--- config.mk ---
export PLATFORM = sky130hd
export DESIGN_NAME = branch_compare_serial
export DESIGN_NICKNAME = d
export VERILOG_FILES = /design/src/rtl/core_pkg.sv /design/src/rtl/branch_chunk_cmp.sv /design/src/rtl/branch_compare_serial.sv
export SDC_FILE = /design/constraint.sdc
export NUM_CORES = 1
export LEC_CHECK = 0
export CELL_PAD_IN_SITES_DETAIL_PLACEMENT = 0
export CELL_PAD_IN_SITES_GLOBAL_PLACEMENT = 1
export CORE_UTILIZATION = 37
export CTS_CLUSTER_SIZE = 14
export DETAILED_ROUTE_END_ITERATION = 8
export GPL_ROUTABILITY_DRIVEN = 0
export GPL_TIMING_DRIVEN = 0
export PLACE_DENSITY_LB_ADDON = 0.05
export SETUP_SLACK_MARGIN = 0.3
export SYNTH_ARGS = -nofsm -noshare
export SYNTH_HDL_FRONTEND = slang
export SYNTH_HIERARCHICAL = 1
export SYNTH_SLANG_ARGS = --single-unit
--- constraint.sdc ---
create_clock -name clk -period 4.43 [get_ports clk]
set_clock_uncertainty 0.2 [all_clocks]
set_input_delay 0.6645 -clock clk [delete_from_list [all_inputs] [get_ports clk]]
set_output_delay 0.6645 -clock clk [all_outputs]
set_load 0.005 [all_outputs]
--- src/rtl/core_pkg.sv ---
// Shared definitions for the branch datapath: FSM states, default operand
// width, and the funct3 encodings of the conditional branches.
package core_pkg;

    localparam int XLEN_DEFAULT = 32;

    typedef enum logic {
        IDLE = 1'b0,
        CMP  = 1'b1
    } cmp_state_e;

    localparam logic [2:0] F3_BEQ  = 3'b000;
    localparam logic [2:0] F3_BNE  = 3'b001;
    localparam logic [2:0] F3_BLT  = 3'b100;
    localparam logic [2:0] F3_BGE  = 3'b101;
    localparam logic [2:0] F3_BLTU = 3'b110;
    localparam logic [2:0] F3_BGEU = 3'b111;

    // Branch-unit helper: turns the comparator flags into a taken decision.
    function automatic logic branch_taken(input logic [2:0] funct3,
                                          input logic       zero,
                                          input logic       lt,
                                          input logic       ltu);
        logic taken;
        taken = 1'b0;
        case (funct3)
            F3_BEQ:  taken = zero;
            F3_BNE:  taken = ~zero;
            F3_BLT:  taken = lt;
            F3_BGE:  taken = ~lt;
            F3_BLTU: taken = ltu;
            F3_BGEU: taken = ~ltu;
            default: taken = 1'b0;
        endcase
        return taken;
    endfunction

endpackage

--- src/rtl/branch_chunk_cmp.sv ---
// Combinational compare of one CHUNK-wide slice. The top slice carries the
// sign bit, so its signed compare flips both MSBs and compares unsigned.
module branch_chunk_cmp #(
    parameter int CHUNK = 4
) (
    input  logic [CHUNK-1:0] a,
    input  logic [CHUNK-1:0] b,
    input  logic             is_top,
    output logic             eq,
    output logic             ltu,
    output logic             lt
);

    logic [CHUNK-1:0] a_s;
    logic [CHUNK-1:0] b_s;

    // Equality, unsigned order, and sign-aware order for the top slice.
    always_comb begin
        a_s            = a;
        b_s            = b;
        a_s[CHUNK-1]   = ~a[CHUNK-1];
        b_s[CHUNK-1]   = ~b[CHUNK-1];
        eq             = (a == b);
        ltu            = (a < b);
        lt             = is_top ? (a_s < b_s) : (a < b);
    end

endmodule

--- src/rtl/branch_compare_serial.sv ---
// Serial rs1/rs2 comparator: walks chunks from the most significant end and
// stops at the first difference, producing Zero / LessThan / LessThanUnsigned
// behind a start/busy/done handshake. CHUNK must divide XLEN.
module branch_compare_serial
    import core_pkg::*;
#(
    parameter int XLEN  = XLEN_DEFAULT,
    parameter int CHUNK = 4
) (
    input  logic            clk,
    input  logic            rst_n,
    input  logic            start,
    input  logic [XLEN-1:0] rs1,
    input  logic [XLEN-1:0] rs2,
    output logic            busy,
    output logic            done,
    output logic            Zero,
    output logic            LessThan,
    output logic            LessThanUnsigned
);

    localparam int NCHUNK = XLEN / CHUNK;
    localparam int IDX_W  = (NCHUNK > 1) ? $clog2(NCHUNK) : 1;
    localparam logic [IDX_W-1:0] IDX_TOP = IDX_W'(NCHUNK - 1);

    cmp_state_e       state_q, state_d;
    logic [XLEN-1:0]  a_q, a_d;
    logic [XLEN-1:0]  b_q, b_d;
    logic [IDX_W-1:0] idx_q, idx_d;
    logic             busy_q, busy_d;
    logic             done_q, done_d;
    logic             zero_q, zero_d;
    logic             lt_q, lt_d;
    logic             ltu_q, ltu_d;

    logic [CHUNK-1:0] a_chunk;
    logic [CHUNK-1:0] b_chunk;
    logic             chunk_eq;
    logic             chunk_ltu;
    logic             chunk_lt;

    assign a_chunk = a_q[int'(idx_q)*CHUNK +: CHUNK];
    assign b_chunk = b_q[int'(idx_q)*CHUNK +: CHUNK];

    branch_chunk_cmp #(
        .CHUNK (CHUNK)
    ) u_chunk_cmp (
        .a      (a_chunk),
        .b      (b_chunk),
        .is_top (idx_q == IDX_TOP),
        .eq     (chunk_eq),
        .ltu    (chunk_ltu),
        .lt     (chunk_lt)
    );

    // Next-state, operand capture, index walk and flag update.
    always_comb begin
        // NOTE: every signal gets a hold/default value first so no path leaves it unassigned (no latches).
        state_d = state_q;
        a_d     = a_q;
        b_d     = b_q;
        idx_d   = idx_q;
        busy_d  = busy_q;
        done_d  = 1'b0;
        zero_d  = zero_q;
        lt_d    = lt_q;
        ltu_d   = ltu_q;

        case (state_q)
            IDLE: begin
                if (start) begin
                    a_d     = rs1;
                    b_d     = rs2;
                    idx_d   = IDX_TOP;
                    busy_d  = 1'b1;
                    state_d = CMP;
                end
            end
            CMP: begin
                if (!chunk_eq) begin
                    zero_d  = 1'b0;
                    ltu_d   = chunk_ltu;
                    lt_d    = chunk_lt;
                    done_d  = 1'b1;
                    busy_d  = 1'b0;
                    state_d = IDLE;
                end else if (idx_q == '0) begin
                    zero_d  = 1'b1;
                    ltu_d   = 1'b0;
                    lt_d    = 1'b0;
                    done_d  = 1'b1;
                    busy_d  = 1'b0;
                    state_d = IDLE;
                end else begin
                    idx_d = idx_q - IDX_W'(1);
                end
            end
            default: state_d = IDLE;
        endcase
    end

    // Control and flag registers, synchronously reset.
    always_ff @(posedge clk) begin
        // NOTE: non-blocking assignments so every flop samples pre-edge values.
        if (!rst_n) begin
            state_q <= IDLE;
            idx_q   <= '0;
            busy_q  <= 1'b0;
            done_q  <= 1'b0;
            zero_q  <= 1'b0;
            lt_q    <= 1'b0;
            ltu_q   <= 1'b0;
        end else begin
            state_q <= state_d;
            idx_q   <= idx_d;
            busy_q  <= busy_d;
            done_q  <= done_d;
            zero_q  <= zero_d;
            lt_q    <= lt_d;
            ltu_q   <= ltu_d;
        end
    end

    // Operand registers: loaded on start, only read while in CMP.
    always_ff @(posedge clk) begin
        // NOTE: datapath registers carry no reset; they are always written before they are read.
        a_q <= a_d;
        b_q <= b_d;
    end

    assign busy             = busy_q;
    assign done             = done_q;
    assign Zero             = zero_q;
    assign LessThan         = lt_q;
    assign LessThanUnsigned = ltu_q;

endmodule

# Yosys cells after proc, flatten, opt, wreduce, memory -nomap -nowiden
# Index checks and enable logic that the tools add are counted.
dict set report op_classes {
  addsub 1
  order_cmp 2
  eq_ne 7
  shift 2
  mux 19
  bitwise 3
  reduce_logical 6
}
# operator n
set ops {}
lappend ops {{32-bit by 6-bit indexed part select with 4-bit output} 2}
lappend ops {{1-bit two-way mux} 13}
lappend ops {{3-bit two-way mux} 3}
lappend ops {{4-bit less-than comparator} 2}
lappend ops {{2-bit AND reduction} 4}
lappend ops {{3-bit case mux with 2 select lines} 1}
lappend ops {{4-bit == test} 1}
lappend ops {{2-bit by 1-bit inequality test with 1-bit output (second input constant)} 2}
lappend ops {{2-bit inequality test (second input constant)} 2}
lappend ops {{1-bit case mux with 2 select lines} 2}
lappend ops {{3-bit == test (second input constant)} 1}
lappend ops {{3-bit logical NOT} 1}
lappend ops {{3-bit by 2-bit inequality test with 1-bit output (second input constant)} 1}
lappend ops {{1-bit NOT} 3}
lappend ops {{3-bit AND reduction} 1}
lappend ops {{3-bit by 1-bit subtractor with 3-bit output (second input constant)} 1}
dict set report totals {
  regBits 73
  inputBits 67
  out_inout_bits 5
  word_cells 49
}

# Longest topological paths before layout
# Gate-level depths: netlist of run 1.
dict set report depth {
  word_depth 5
  ltp_mapped 12
  ltp_nobuf 10
}

# By module
# Netlist of run 1, hierarchy kept.
# module instances cells_per_inst area_each_um2 seq_area_each_um2
set by_module_without_submodules {}
lappend by_module_without_submodules {branch_compare_serial 1 155 2862.7 2102.0}
lappend by_module_without_submodules {branch_chunk_cmp 1 18 132.6 0.0}

# Worst setup path before layout of run 1
# OpenSTA, ideal clock, no wires.
dict set report synth_path {
  path_kind {in2reg}
  start {input start}
  end {register idx_q[2]}
  setup_time_ns 0.060
  t_arrival_ns 4.106
  t_required_ns 4.170
  slack_ns 0.064
  stages 3
  path_buffers 0
  path_cell_list {nor2b_1 > a31o_2 > o2111a_1}
}
dict set report synth_via {
  elab_chain_len 2
}
# element line_no
set synth_rtl {}
lappend synth_rtl {{start: declaration} branch_compare_serial.sv:12} ;# input logic start,
lappend synth_rtl {{2-bit inequality test (no line)} --}
lappend synth_rtl {{3-bit AND reduction (no line)} --}
lappend synth_rtl {{end signal: assignment} branch_compare_serial.sv:115} ;# idx_q <= idx_d;
lappend synth_rtl {{end: declaration} branch_compare_serial.sv:29} ;# logic [IDX_W-1:0] idx_q, idx_d;
# Every way passes these cells.
# A chain may end at the register's enable or synchronous reset.

# Worst setup path in the final report of run 1
dict set report layout_path {
  start {register idx_q[1]}
  end {register busy_q, in the netlist busy}
}
dict set report layout_via {
  elab_chain_len 4
  elab_cells_between_ends 8
  classes_between {eq/ne (2); shift (2); mux (2); reduce/logical (2)}
}
# element line_no
set layout_rtl {}
lappend layout_rtl {{32-bit by 6-bit indexed part select with 4-bit output *} branch_compare_serial.sv:42} ;# assign a_chunk = a_q[int'(idx_q)*CHUNK +: CHUNK];
lappend layout_rtl {{net a_chunk[3]} branch_compare_serial.sv:36} ;# logic [CHUNK-1:0] a_chunk;
lappend layout_rtl {{4-bit == test *} branch_chunk_cmp.sv:23} ;# eq = (a == b);
lappend layout_rtl {{net chunk_eq} branch_compare_serial.sv:38} ;# logic chunk_eq;
lappend layout_rtl {{1-bit two-way mux or 3-bit by 2-bit inequality test with 1-bit output (tied branches)} --}
lappend layout_rtl {{1-bit case mux with 2 select lines or 2-bit AND reduction (tied branches)} --}
lappend layout_rtl {{end signal: assignment} branch_compare_serial.sv:116} ;# busy_q <= busy_d;
lappend layout_rtl {{end: declaration} branch_compare_serial.sv:30} ;# logic busy_q, busy_d;
# The timed path passes the listed nets; every way through them passes the cells marked *.

==> run_results.csv, run 1 <==
group,metric,value,unit
outcome,outcome,"completed",
cts,cts_htree_levels,3,
worst_hold_path,hold_class,"reg2reg",
synthesis,yosys.area_share.simple,0.0723,
synthesis,synth_area_leaders,"edfxtp_1, mux4_1, dfxtp_1",
worst_setup_path,cp_data_arrival_time,2890,ps
worst_setup_path,r2r-end,"busy$_SDFFE_PN0P_",
synthesis,yosysTopAreaCell,"edfxtp_1",
synthesis,synth_top_family_by_area,"multiplexers",
sta,report.final.slew_viol_count,0,
synthesis,synthMuxAreaShare,0.132,
floorplan,die_h,92.0,µm
routing,wirelength,5.29,mm
floorplan,dieWidth,92.0,µm
sta,final.min_clock_period,2880,ps
worst_setup_path,crit_type,"reg2reg",
worst_setup_path,cp_slowest_cell,"a21boi_0",
synthesis,avgSynthCellArea,17.3,µm²
final_layout,num-nets-final,331,
cts,tritoncts,"built",
final_layout,area_delta_synth_final,35.4,%
synthesis,yosys_warnings,6,
cts,clk_pin_slew,80,ps
routing,drt_iter0_drc,62,
synthesis,syn_nets,248,
worst_setup_path,regToRegSetupSlack,1550,ps
cts,clk_path_buf_depth,2,
synthesis,synth-xor-area-share,0,
synthesis,synth_area,3000,µm²
routing,ant_nets,0,
worst_setup_path,critPathCapture,"busy$_SDFFE_PN0P_",
power,switching_share,0.237,
sta,fin_crit_sh,0.650,
floorplan,io_pins,72,
synthesis,synth_most_common_cell,"edfxtp_1",
power,p_leak,1.48,nW
final_layout,diodes,0,
synthesis,synth-edff-count,64,
worst_setup_path,cpPeakStageDelay,400,ps
global_route,antenna_found_initial,0,
global_route,grt.total_usage,0.142,
routing,firstDrtPassIters,4,
cts,cts_buffers,9,
floorplan,initial_core_util,0.386,
synthesis,synth_common_cells,"edfxtp_1, nand2_1, dfxtp_1, mux4_1",
final_layout,final_core_util,0.522,
final_layout,finalInstanceArea,4060,µm²
sta,max_freq,0.347,GHz
final_layout,layout-drive-gt1-share,0.123,
sta,worst_slew_pin_slew,887,ps
sta,hold_viol,0,
sta,setup_viol,0,
routing,wl_per_cell,14.6,µm
synthesis,synthFlopType,"edfxtp_1",
worst_setup_path,reg2reg_from,"idx_q[1]$_SDFFE_PN0P_",
routing,vias_per_cell,4.67,
synthesis,synth_cell_types,31,
cts,ctsHoldBuffers,0,
routing,num_vias,1697,
power,internal-power,1.19,mW
floorplan,dieArea,8460,µm²
synthesis,synth_top_area_share,0.642,
placed_design,dp_hpwl,3.76,mm
worst_setup_path,cp-start-kind,"register",
synthesis,yosys_register_bits,73,
worst_setup_path,crit_chain,"buf_2, buf_2, mux4_2, nand2_1, nand2_1, inv_1, ha_1, and4_1, a21boi_0, o21ai_0",
global_route,overflow,0,
global_route,grt_max_degree,37,
cts,root_buffer,"clkbuf_8",
synthesis,synth_compound_area_frac,0.0313,
routing,drc,0,
placed_design,place_area,3860,µm²
worst_hold_path,holdCritStartpoint,"busy$_SDFFE_PN0P_",
placed_design,io_buffers,71,
power,ir_worst_vdd,0.000159,V
power,seq_power_share,0.519,
cts,postCtsSetupBuffers,0,
power,p_clk_frac,0.327,
global_route,grt_pass1_wl,8.73,mm
synthesis,async_reset_ff_frac,0,
sta,max_slew_margin,0.407,
floorplan,placementRows,32,
power,power_frac_comb,0.154,
cts,clkSinkCount,73,
floorplan,core,7770,µm²
worst_setup_path,crit_path_max_fanout,10,
cts,cts_resized,0,
global_route,grt_pass1_vias,1789,
power,p_sw,370,µW
worst_hold_path,whs_path_depth,2,
power,power_density,385,nW/µm²
synthesis,synthAdderAreaFrac,0.0334,
sta,tns,0,ps
run,max_cap_violations,0,
synthesis,ys_seq_area_frac,0.702,
cts,clkLatencyLatePin,340,ps
worst_setup_path,r2r_cells,10,
worst_setup_path,required,4440,ps
synthesis,synthCells,173,
sta,rsz0062_at_grt,"false",
worst_setup_path,startpoint,"idx_q[1]$_SDFFE_PN0P_",
worst_setup_path,cp-end-kind,"register",
power groups by stage:
stage	Clock, mW	Sequential (mW)	Combinational, mW
2_1_floorplan	0	0.825	0.136
3_3_place_gp	0	0.828	0.243
3_5_place_dp	0	0.827	0.246
4_1_cts	0.523	0.812	0.247
5_1_grt	0.546	0.815	0.273
6_report	0.512	0.811	0.241
critical path, delay by kind of cell (launching register included):
kind            cells  cell delay, ps
simple gates        3             450
flops               1             340
buf+inv             3             600
compound gates      2             550
mux                 1             360
fa+ha+maj           1             230
per-layer routing:
metal | share of wire | global-route usage | vias to the layer above
li1 | - | - | 834
met1 | 0.43 | 0.178 | 807
met2 | 0.50 | 0.229 | 46
met3 | 0.042 | 0.0348 | 10
met4 | 0.022 | 0.0742 | 0
met5 | 0 | 0 | -
sequential cells by signal (all words and copies together) (netlist names):
register,flops
Zero,1
done,1
busy,1
state_q,1
LessThanUnsigned,1
idx_q,3
b_q,32
LessThan,1
a_q,32
final cells by class:
type                       count  area [µm²]
buffer                         7        55.1
clock buffer                   9         124
clock inverter                 7        70.1
fill                         675        3710
inverter                       9        33.8
multi-input combinational     84         812
sequential                    73        2100
tap                          102         128
timing repair buffer          72         731
cells by family (layout without fill, tap and decap cells):
logic type | count (synthesis) | in the layout
compound gates | 12 | 12
fa+ha+maj | 8 | 8
buf+inv | 16 | 104
flops | 73 | 73
mux | 16 | 16
simple gates | 48 | 48
cells in the final DEF, fill, tap and decap left out, drive strengths merged:
cell           instances
and4                   1
inv                    9
edfxtp                64
o211a                  1
nand2b                 3
bufinv                 1
clkbuf                10
buf                    7
a31oi                  1
o21ai                  2
and3                   1
nand4                  3
and2                   3
nor2                   3
nand3                  1
a211oi                 1
ha                     8
nor2b                  2
clkinvlp               3
a21oi                  1
a31o                   1
a311o                  1
mux4                  16
dfxtp                  9
nand2                 31
clkinv                 3
o2111a                 1
o22ai                  2
clkdlybuf4s50         71
a21boi                 1
worst min-delay path by stage:
stage / end / slack (ps)
2_1_floorplan: busy$_SDFFE_PN0P_ / 250
3_5_place_dp: busy$_SDFFE_PN0P_ / 270
3_3_place_gp: busy$_SDFFE_PN0P_ / 250
4_1_cts: busy$_SDFFE_PN0P_ / 280
6_report: busy$_SDFFE_PN0P_ / 270
5_1_grt: busy$_SDFFE_PN0P_ / 290
through the flow:
step | power (mW) | worst slack (ps) | hold slack [ps] | cells
2_1_floorplan | 0.960 | 1320 | 252 | 173
3_3_place_gp | 1.07 | 85.3 | 253 | 346
3_5_place_dp | 1.07 | 1500 | 265 | 347
4_1_cts | 1.58 | 1500 | 278 | 363
5_1_grt | 1.63 | 1280 | 295 | 363
6_report | 1.56 | 1550 | 270 | 363
No activity file was read; power rests on OpenSTA's default activity.
==> inputs of run 2 (changes only) <==
==> constraint.sdc (replaced) <==
create_clock -name clk -period 2.34 [get_ports clk]
set_clock_uncertainty 0.2 [all_clocks]
set_input_delay 0.351 -clock clk [delete_from_list [all_inputs] [get_ports clk]]
set_output_delay 0.351 -clock clk [all_outputs]
set_load 0.005 [all_outputs]
==> run 2 against run 1 <==
The flow now finishes with violations (negative setup slack); total power is 97% higher; global-route usage is 1.1 points higher; die area unchanged; clock-buffer cell count unchanged; fmax grew 14%; non-clock buffer count rose by 9; combinational power is 150% higher; critical endpoint is now idx_q[2]$_SDFFE_PN0P_; largest power group unchanged.
==> run_results.csv, run 2 (synthesis gave the netlist of run 1 again) <==
group,metric,value,unit
routing,route.met3.wl,297,µm
final_layout,diodes,0,
cts,cts_buffers,9,
sta,final.min_clock_period,2530,ps
power,internal-power,2.34,mW
cts,cts_htree_levels,3,
run,max_cap_violations,0,
worst_setup_path,crit_path_max_fanout,8,
outcome,violations,"negative setup slack",
final_layout,n_fill_cell,657,
routing,vias_per_cell,4.75,
power,ir_worst_vdd,0.000384,V
cts,tritoncts,"built",
sta,worst_slew_pin_slew,754,ps
routing,topRoutingLayerUsed,"met4",
cts,root_buffer,"clkbuf_8",
final_layout,area_delta_synth_final,42.9,%
outcome,outcome,"finished with violations",
routing,wl_per_cell,15.4,µm
routing,firstDrtPassIters,4,
routing,ant_nets,0,
placed_design,io_buffers,71,
sta,max_slew_margin,0.495,
cts,clk_pin_slew,70,ps
worst_setup_path,cp-start-kind,"register",
floorplan,core,7770,µm²
power,power_frac_comb,0.196,
sta,report.final.slew_viol_count,0,
power,power_density,718,nW/µm²
routing,num_vias,1773,
power,p_leak,1.55,nW
placed_design,dp_hpwl,3.82,mm
cts,clkSinkCount,73,
worst_setup_path,required,2380,ps
sta,hold_viol,0,
floorplan,dieArea,8460,µm²
final_layout,num-nets-final,341,
worst_hold_path,holdCritStartpoint,"LessThan$_SDFFE_PN0P_",
global_route,grt_pass1_wl,9.49,mm
final_layout,finalInstanceArea,4280,µm²
floorplan,placementRows,32,
sta,fin_crit_sh,1.08,
routing,drt_iter0_drc,49,
final_layout,final_common_cell,"clkdlybuf4s50_1",
global_route,overflow,0,
sta,setup_viol,9,
cts,clkLatencyLatePin,340,ps
routing,route.met2.wl,2.86,mm
worst_setup_path,cp-end-kind,"register",
floorplan,dieWidth,92.0,µm
routing,drc,0,
floorplan,io_pins,72,
sta,rsz0062_at_grt,"true",
global_route,grt_max_degree,38,
power,p_sw,731,µW
global_route,antenna_found_initial,0,
power,switching_share,0.238,
placed_design,place_area,3870,µm²
cts,clk_path_buf_depth,2,
sta,tns,-1320,ps
routing,wl_met1,2.53,mm
worst_setup_path,crit_type,"reg2reg",
floorplan,initial_core_util,0.386,
final_layout,final_cell_mix,"clkdlybuf4s50_1, edfxtp_1, nand2_1, mux4_2, clkbuf_8",
global_route,grt_pass1_vias,1901,
power,seq_power_share,0.500,
worst_setup_path,reg2reg_from,"idx_q[0]$_SDFFE_PN0P_",
routing,wirelength,5.75,mm
worst_setup_path,cp_data_arrival_time,2570,ps
final_layout,layout-drive-gt1-share,0.240,
sta,worst_slack,-191,ps
power,p_clk_frac,0.304,
floorplan,die_h,92.0,µm
worst_setup_path,startpoint,"idx_q[0]$_SDFFE_PN0P_",
final_layout,largestRegisters,"a_q (32), b_q (32), idx_q (3)",
worst_hold_path,hold_class,"reg2reg",
global_route,grt.total_usage,0.154,
sta,max_freq,0.395,GHz
-- run 2: cell types whose count changed in the layout (fill, tap and decap cells not counted), moves of 3 or more --
cell / before / now
ha_4: 0 / 5
clkinvlp_4: 3 / 0
nand2_1: 31 / 23
buf_4: 0 / 8
ha_1: 8 / 3
buf_2: 4 / 1
nand2_2: 0 / 8
-- run 2: critical path, stage by stage, from the launching register on --
cell and delay [ps]:
dfxtp_2 360, buf_12 130, buf_12 140, mux4_2 520, nand2_2 100, nand2_2 70, inv_2 60, ha_4 190
and4_4 210, a31o_4 230, o2111a_1 220
-- run 2: through the flow --
stage | utilization | hold WS (ps) | power (mW) | worst slack (ps) | cells
finish | 0.551 | 271 | 3.07 | -191 | 373
detailed placement | 0.498 | 264 | 2.04 | -447 | 347
global route | 0.551 | 297 | 3.23 | -273 | 373
global placement | 0.496 | 249 | 2.03 | -600 | 346
floorplan | - | 250 | 1.83 | -55.1 | 173
CTS | 0.546 | 279 | 3.09 | -213 | 373
-- run 2: timing repair --
action,CTS,global route
hold endpoints to repair,0,0
pin swaps,9,5
cloned,1,0
buffers inserted,9,0
endpoints found under the setup margin,26,9
resized for setup,25,8
hold buffers,0,0
-- run 2: area by class of cell --
class | count | area [µm²] | area share
sequential | 73 | 2100 | 0.492
multi-input combinational | 85 | 936 | 0.219
timing repair buffer | 81 | 815 | 0.190
tap | 102 | 128 | 0.0298
clock buffer | 9 | 124 | 0.0289
buffer | 7 | 78.8 | 0.0184
clock inverter | 7 | 61.3 | 0.0143
inverter | 9 | 33.8 | 0.00789
-- run 2: power by group through the flow --
stage / registers, mW / logic (mW) / clock network, mW
after floorplan: 1.56 / 0.265 / 0
after global placement: 1.56 / 0.466 / 0
after detailed placement: 1.57 / 0.474 / 0
after CTS: 1.54 / 0.583 / 0.966
after global routing: 1.54 / 0.664 / 1.02
final: 1.54 / 0.602 / 0.933
-- run 2: final timing paths --
| check | slack [ps] | cells after the start | to |
|---|---|---|---|
| max | -190 | 10 | idx_q[2]$_SDFFE_PN0P_ |
| min | 270 | 2 | LessThan$_SDFFE_PN0P_ |
| max reg2reg | -190 | 10 | idx_q[2]$_SDFFE_PN0P_ |
| min reg2reg | 270 | 2 | LessThan$_SDFFE_PN0P_ |
-- run 2: per-layer routing --
layer  vias up  track usage
li1        855            -
met1       859        0.185
met2        52        0.253
met3         7       0.0539
met4         0       0.0586
met5         -            0
==> inputs of run 3 (changes only) <==
--- a/config.mk
+++ b/config.mk
@@ -5,10 +5,10 @@
 export SDC_FILE = /design/constraint.sdc
 export NUM_CORES = 1
 export LEC_CHECK = 0
+export CAP_MARGIN = 5
 export CELL_PAD_IN_SITES_DETAIL_PLACEMENT = 0
 export CELL_PAD_IN_SITES_GLOBAL_PLACEMENT = 1
 export CORE_UTILIZATION = 37
-export CTS_CLUSTER_SIZE = 14
 export DETAILED_ROUTE_END_ITERATION = 8
 export GPL_ROUTABILITY_DRIVEN = 0
 export GPL_TIMING_DRIVEN = 0
==> results of run 3 <==
The final DEF is identical to that of run 2; final timing and power are the same.
